$ cat config.mk
export PLATFORM = sky130hd
export DESIGN_NAME = rr_grant_ctrl
export DESIGN_NICKNAME = d
export VERILOG_FILES = /design/src/rtl/rr_grant_ctrl_pkg.sv /design/src/rtl/rr_grant_ctrl_decoder.sv /design/src/rtl/rr_grant_ctrl.sv
export SDC_FILE = /design/constraint.sdc
export NUM_CORES = 1
export LEC_CHECK = 0
export ABC_AREA = 1
export BUFFER_PORTS_ARGS = -buffer_cell sky130_fd_sc_hd__buf_2
export CORE_ASPECT_RATIO = 1.2
export CORE_MARGIN = 5
export CORE_UTILIZATION = 55
export DETAILED_ROUTE_END_ITERATION = 10
export PLACE_DENSITY = 0.79
export SLEW_MARGIN = 20
export SYNTH_ARGS = -nofsm -noshare
export SYNTH_HDL_FRONTEND = slang
export SYNTH_SLANG_ARGS = --single-unit
$ cat constraint.sdc
create_clock -name clk -period 6.8 [get_ports clk]
set_input_delay 0.68 -clock clk [delete_from_list [all_inputs] [get_ports clk]]
set_output_delay 0.68 -clock clk [all_outputs]
set_load 0.03 [all_outputs]
$ cat src/rtl/rr_grant_ctrl_pkg.sv
// Shared definitions for the rr_grant_ctrl round-robin arbiter: requester count,
// state encoding and the combinational round-robin search helper.
package rr_grant_ctrl_pkg;

    localparam int N_REQ = 8;
    localparam int IDX_W = 3;

    typedef enum logic [1:0] {
        ST_IDLE  = 2'd0,
        ST_GRANT = 2'd1,
        ST_GAP   = 2'd2
    } state_t;

    typedef struct packed {
        logic             found;
        logic [IDX_W-1:0] idx;
    } pick_t;

    // First set request at or after ptr, searching upward and wrapping 7 -> 0.
    function automatic pick_t rr_pick(input logic [N_REQ-1:0] req,
                                      input logic [IDX_W-1:0] ptr);
        pick_t            res;
        logic [IDX_W-1:0] cand;
        logic             take;
        res.found = 1'b0;
        res.idx   = ptr;
        for (int i = 0; i < N_REQ; i++) begin
            cand      = ptr + IDX_W'(i);
            take      = !res.found && req[cand];
            res.idx   = take ? cand : res.idx;
            res.found = res.found | take;
        end
        return res;
    endfunction

    // Pointer position that makes idx the lowest priority next round.
    function automatic logic [IDX_W-1:0] next_ptr(input logic [IDX_W-1:0] idx);
        return idx + 3'd1;
    endfunction

endpackage

$ cat src/rtl/rr_grant_ctrl_decoder.sv
// decoder_3to8: one-hot decode of the granted index, forced to zero when en is low.
module decoder_3to8
    import rr_grant_ctrl_pkg::*;
(
    input  logic [IDX_W-1:0] x,
    input  logic             en,
    output logic [N_REQ-1:0] D
);

    // One-hot decode gated by en
    always_comb begin
        D = {N_REQ{1'b0}};
        if (en) begin
            D[x] = 1'b1;
        end else begin
            D = {N_REQ{1'b0}};
        end
    end

endmodule

$ cat src/rtl/rr_grant_ctrl.sv
// rr_grant_ctrl: 8-requester round-robin grant controller (IDLE -> GRANT -> GAP).
// Optional forced release after HOLD_MAX grant cycles when RR_TIMEOUT_EN is defined.
module rr_grant_ctrl
    import rr_grant_ctrl_pkg::*;
#(
    parameter int HOLD_MAX = 15
)
(
    input  logic             clk,
    input  logic             rst_n,
    input  logic             en,
    input  logic [N_REQ-1:0] req,
    output logic [N_REQ-1:0] gnt,
    output logic [IDX_W-1:0] gnt_idx,
    output logic             gnt_vld,
    output logic             timeout
);

    if (HOLD_MAX < 1) begin : g_hold_chk
        $error("rr_grant_ctrl: HOLD_MAX must be at least 1");
    end

    state_t           state_r;
    state_t           state_nxt_s;
    logic [IDX_W-1:0] ptr_r;
    logic [IDX_W-1:0] ptr_nxt_s;
    logic [IDX_W-1:0] idx_r;
    logic [IDX_W-1:0] idx_nxt_s;
    pick_t            pick_s;
    logic             grant_s;

`ifdef RR_TIMEOUT_EN
    localparam int             CW       = $clog2(HOLD_MAX + 1);
    localparam logic [CW-1:0]  HOLD_LIM = CW'(HOLD_MAX);
    localparam logic [CW-1:0]  HOLD_ONE = CW'(1);

    logic [CW-1:0] hold_cnt_r;
    logic          hold_clr_s;
    logic          hold_inc_s;
    logic          hold_expire_s;
    logic          timeout_r;
    logic          timeout_nxt_s;

    assign hold_expire_s = ((hold_cnt_r + HOLD_ONE) == HOLD_LIM);
`endif

    assign pick_s = rr_pick(req, ptr_r);

    // Next-state, pointer and grant-index selection
    always_comb begin
        state_nxt_s = state_r;
        ptr_nxt_s   = ptr_r;
        idx_nxt_s   = idx_r;
`ifdef RR_TIMEOUT_EN
        hold_clr_s    = 1'b0;
        hold_inc_s    = 1'b0;
        timeout_nxt_s = 1'b0;
`endif
        case (state_r)
            ST_IDLE: begin
                if (en && pick_s.found) begin
                    state_nxt_s = ST_GRANT;
                    idx_nxt_s   = pick_s.idx;
`ifdef RR_TIMEOUT_EN
                    hold_clr_s  = 1'b1;
`endif
                end else begin
                    state_nxt_s = ST_IDLE;
                end
            end
            ST_GRANT: begin
                if (!en) begin
                    state_nxt_s = ST_IDLE;
                end else if (!req[idx_r]) begin
                    state_nxt_s = ST_GAP;
                    ptr_nxt_s   = next_ptr(idx_r);
`ifdef RR_TIMEOUT_EN
                end else if (hold_expire_s) begin
                    state_nxt_s   = ST_GAP;
                    ptr_nxt_s     = next_ptr(idx_r);
                    timeout_nxt_s = 1'b1;
                end else begin
                    state_nxt_s = ST_GRANT;
                    hold_inc_s  = 1'b1;
                end
`else
                end else begin
                    state_nxt_s = ST_GRANT;
                end
`endif
            end
            ST_GAP: begin
                state_nxt_s = ST_IDLE;
            end
            default: begin
                state_nxt_s = ST_IDLE;
            end
        endcase
    end

    // All controller state, including the optional hold counter
    always_ff @(posedge clk or negedge rst_n) begin
        if (!rst_n) begin
            state_r <= ST_IDLE;
            ptr_r   <= {IDX_W{1'b0}};
            idx_r   <= {IDX_W{1'b0}};
`ifdef RR_TIMEOUT_EN
            hold_cnt_r <= {CW{1'b0}};
            timeout_r  <= 1'b0;
`endif
        end else begin
            state_r <= state_nxt_s;
            ptr_r   <= ptr_nxt_s;
            idx_r   <= idx_nxt_s;
`ifdef RR_TIMEOUT_EN
            timeout_r <= timeout_nxt_s;
            if (hold_clr_s) begin
                hold_cnt_r <= {CW{1'b0}};
            end else if (hold_inc_s) begin
                hold_cnt_r <= hold_cnt_r + HOLD_ONE;
            end else begin
                hold_cnt_r <= hold_cnt_r;
            end
`endif
        end
    end

    assign grant_s = (state_r == ST_GRANT);
    assign gnt_vld = grant_s;
    assign gnt_idx = idx_r;

`ifdef RR_TIMEOUT_EN
    assign timeout = timeout_r;
`else
    assign timeout = 1'b0;
`endif

    // gnt is only ever non-zero while in GRANT, so reset clears it immediately
    decoder_3to8 u_dec (
        .x  (idx_r),
        .en (grant_s),
        .D  (gnt)
    );

endmodule

==> flow_summary.yaml <==
run_status:
  outcome: "completed"
clock_network:
  clockBufferDepth: 2
  insertion_delay_ns: 0.26
  clock-sinks: 8
  clk_pin_slew_ns: 0.05
  cts_setup_buffers: 0
  cts_buffers: 3
  hold_buffers: 0
  post_cts_resized: 0
  cts_htree_levels: 1
  root_buffer: "clkbuf_4"
  cts_tree: "done"
sta:
  slew_headroom_pct: 50.6
  rsz0062_at_grt: "no"
  max_clock_freq_ghz: 0.381
  timing.setup.tns_ns: 0
  setup_violations: 0
  clock_skew_ns: 0.00326
  worst_slew_pin_slew_ns: 0.722
  min_period_ns: 2.62
  timing.final.crit_share_pct: 38.6
  final_hold_viol_count: 0
  drv_slew: 0
  hold_ws_ns: 0.256
global_routing:
  grt_pass1_wl_mm: 5.57
  grt_pass1_vias: 1285
  grt_usage_pct: 21.1
  overflow: 0
  grt_max_degree: 14
  antenna_found_initial: 0
worst_setup_path:
  crit_chain: "inv_6, ha_1, inv_1, nand3_2, nand2_1, nor2_1, o21bai_1, inv_1, nand3_4, inv_2, nand3_2, nand2_4, a21oi_1, nand2_1, nand2_1"
  critical_path.max_fanout: 13
  required_ns: 6.95
  arrival_ns: 2.77
  critPathLaunchType: "flip-flop"
  path_common_cell: "nand2_1"
  slowest_delay_ns: 0.59
  end_kind: "flip-flop"
  slowest_stage: "dfrtp_1"
  crit_type: "reg -> reg"
detailed_routing:
  first_iter_violations: 32
  drc_errors: 0
  wire_per_inst_um: 11.9
  num_vias: 1319
  met3WireLength_um: 96
  drtAntennaViolNets: 0
  wl_met1_mm: 1.39
  wl_met2_mm: 1.56
  wirelength_mm: 3.10
  top_layer: "met4"
  drt-vias-per-instance: 5.07
  firstDrtPassIters: 4
logic_synthesis:
  syn-num-nets: 224
  netlist_instances: 210
  synthDominantAreaCellType: "nand2_1"
  ys_warn_count: 0
  synth_cell_types: 33
  syn_area_per_cell_um2: 6.20
  synth_area_leaders: "nand2_1 (20%), dfrtp_1 (15%), nand3_1 (10%)"
  syn_area_mm2: 0.00130
  synth-seq-area-share_pct: 15.4
  synth.ff_latch_count: 8
  synth_top_cell_area_share_pct: 20.2
cells_and_area:
  drive_gt1_share_pct: 23.6
  diodes: 0
  final_cell_mix: "nand2_1 (70), nand3_1 (27), buf_2 (22), nor2_1 (20), inv_1 (17)"
  fin_cells: 260
  area_growth_pct: 8.17
  mostFrequentLayoutCell: "nand2_1"
  nets: 245
die:
  num_rows: 19
  io_pins: 24
  die_h_um: 63.3
  die_w_um: 54.4
  start_util_pct: 57.0
  dieArea_mm2: 0.00344
  core_region_area_mm2: 0.00228
placement:
  place.port_buffers: 22
  routabilityCongestion: 0.902
  dp_cells: 257
  post-dp-hpwl_mm: 2.66
run:
  maxCapViolCount: 0
hold_path:
  hold_path.class: "in -> async"
## sequential cells by signal, summed over array words and instances (netlist names)
register  count
gnt_idx       3
ptr_r         3
state_r       2
## layout make-up
type                       instances  area [µm²]
tap                               31        38.8
timing repair buffer              22         110
fill                             234         875
clock buffer                       3        22.5
sequential                         8         200
multi-input combinational        173         945
inverter                          23        91.3
## cell usage after synthesis, drive strengths merged
cell type	count
clkbuf	1
o21ai	6
a2111oi	1
xnor2	4
inv	21
nor2	21
nand4	3
ha	3
dfrtp	8
clkinv	2
o31ai	2
a31oi	2
nand2	82
o21bai	1
conb	1
a21oi	3
buf	5
xor2	3
nor3	5
nand3	36
## stage by stage
| stage | instance area, µm² | setup WS (ns) | utilization, % |
|---|---|---|---|
| 5_1_grt | 1410 | 3.83 | 61.7 |
| 2_1_floorplan | 1300 | 4.47 | - |
| 3_3_place_gp | 1390 | 4.21 | 60.7 |
| 3_5_place_dp | 1390 | 4.19 | 60.7 |
| 4_1_cts | 1410 | 4.17 | 61.7 |
| 6_report | 1410 | 4.18 | 61.7 |
## metal layers
layer | vias to the layer above | global-route usage (%)
met3 | 5 | 2.12
li1 | 719 | -
met4 | 0 | 7.17
met5 | - | 0
met2 | 32 | 34.9
met1 | 563 | 27.5
## kinds of logic after synthesis
| group | count (synthesis) | share of synthesized area (%) |
|---|---|---|
| and+or+nand+nor | 147 | 56.4 |
| xor gates and xnor gates | 7 | 4.71 |
| DFF | 8 | 15.4 |
| buffers and inverters | 29 | 12.0 |
| other | 1 | 0.288 |
| adders and majority gates | 3 | 2.88 |
| AOI/OAI and AO/OA | 15 | 8.27 |
## worst paths after layout
check / start / end / slack [ns] / cells after the start
min reg2reg: state_r[1]$_DFF_PN0_ / state_r[0]$_DFF_PN0_ / 0.58 / 3
max: ptr_r[0]$_DFFE_PN0P_ / gnt_idx[1]$_DFFE_PN0P_ / 4.18 / 15
min: rst_n / gnt_idx[1]$_DFFE_PN0P_ / 0.26 / 1
min in group clk: state_r[1]$_DFF_PN0_ / state_r[0]$_DFF_PN0_ / 0.58 / 3
max in group asynchronous: rst_n / ptr_r[0]$_DFFE_PN0P_ / 6.37 / 1
max reg2reg: ptr_r[0]$_DFFE_PN0P_ / gnt_idx[1]$_DFFE_PN0P_ / 4.18 / 15
## worst max-delay path, delay by kind of cell (launching register included)
kind / cells / cell delay, ns
buffers and inverters: 4 / 0.58
adder cells (fa/ha/maj): 1 / 0.45
AND/OR/NAND/NOR: 8 / 0.68
flip-flops: 1 / 0.59
AO/OA/AOI/OAI: 2 / 0.25
Power is left out: the tool's default activity adds up to more than one toggle a clock period on the data nets, which glitch-free logic cannot reach.
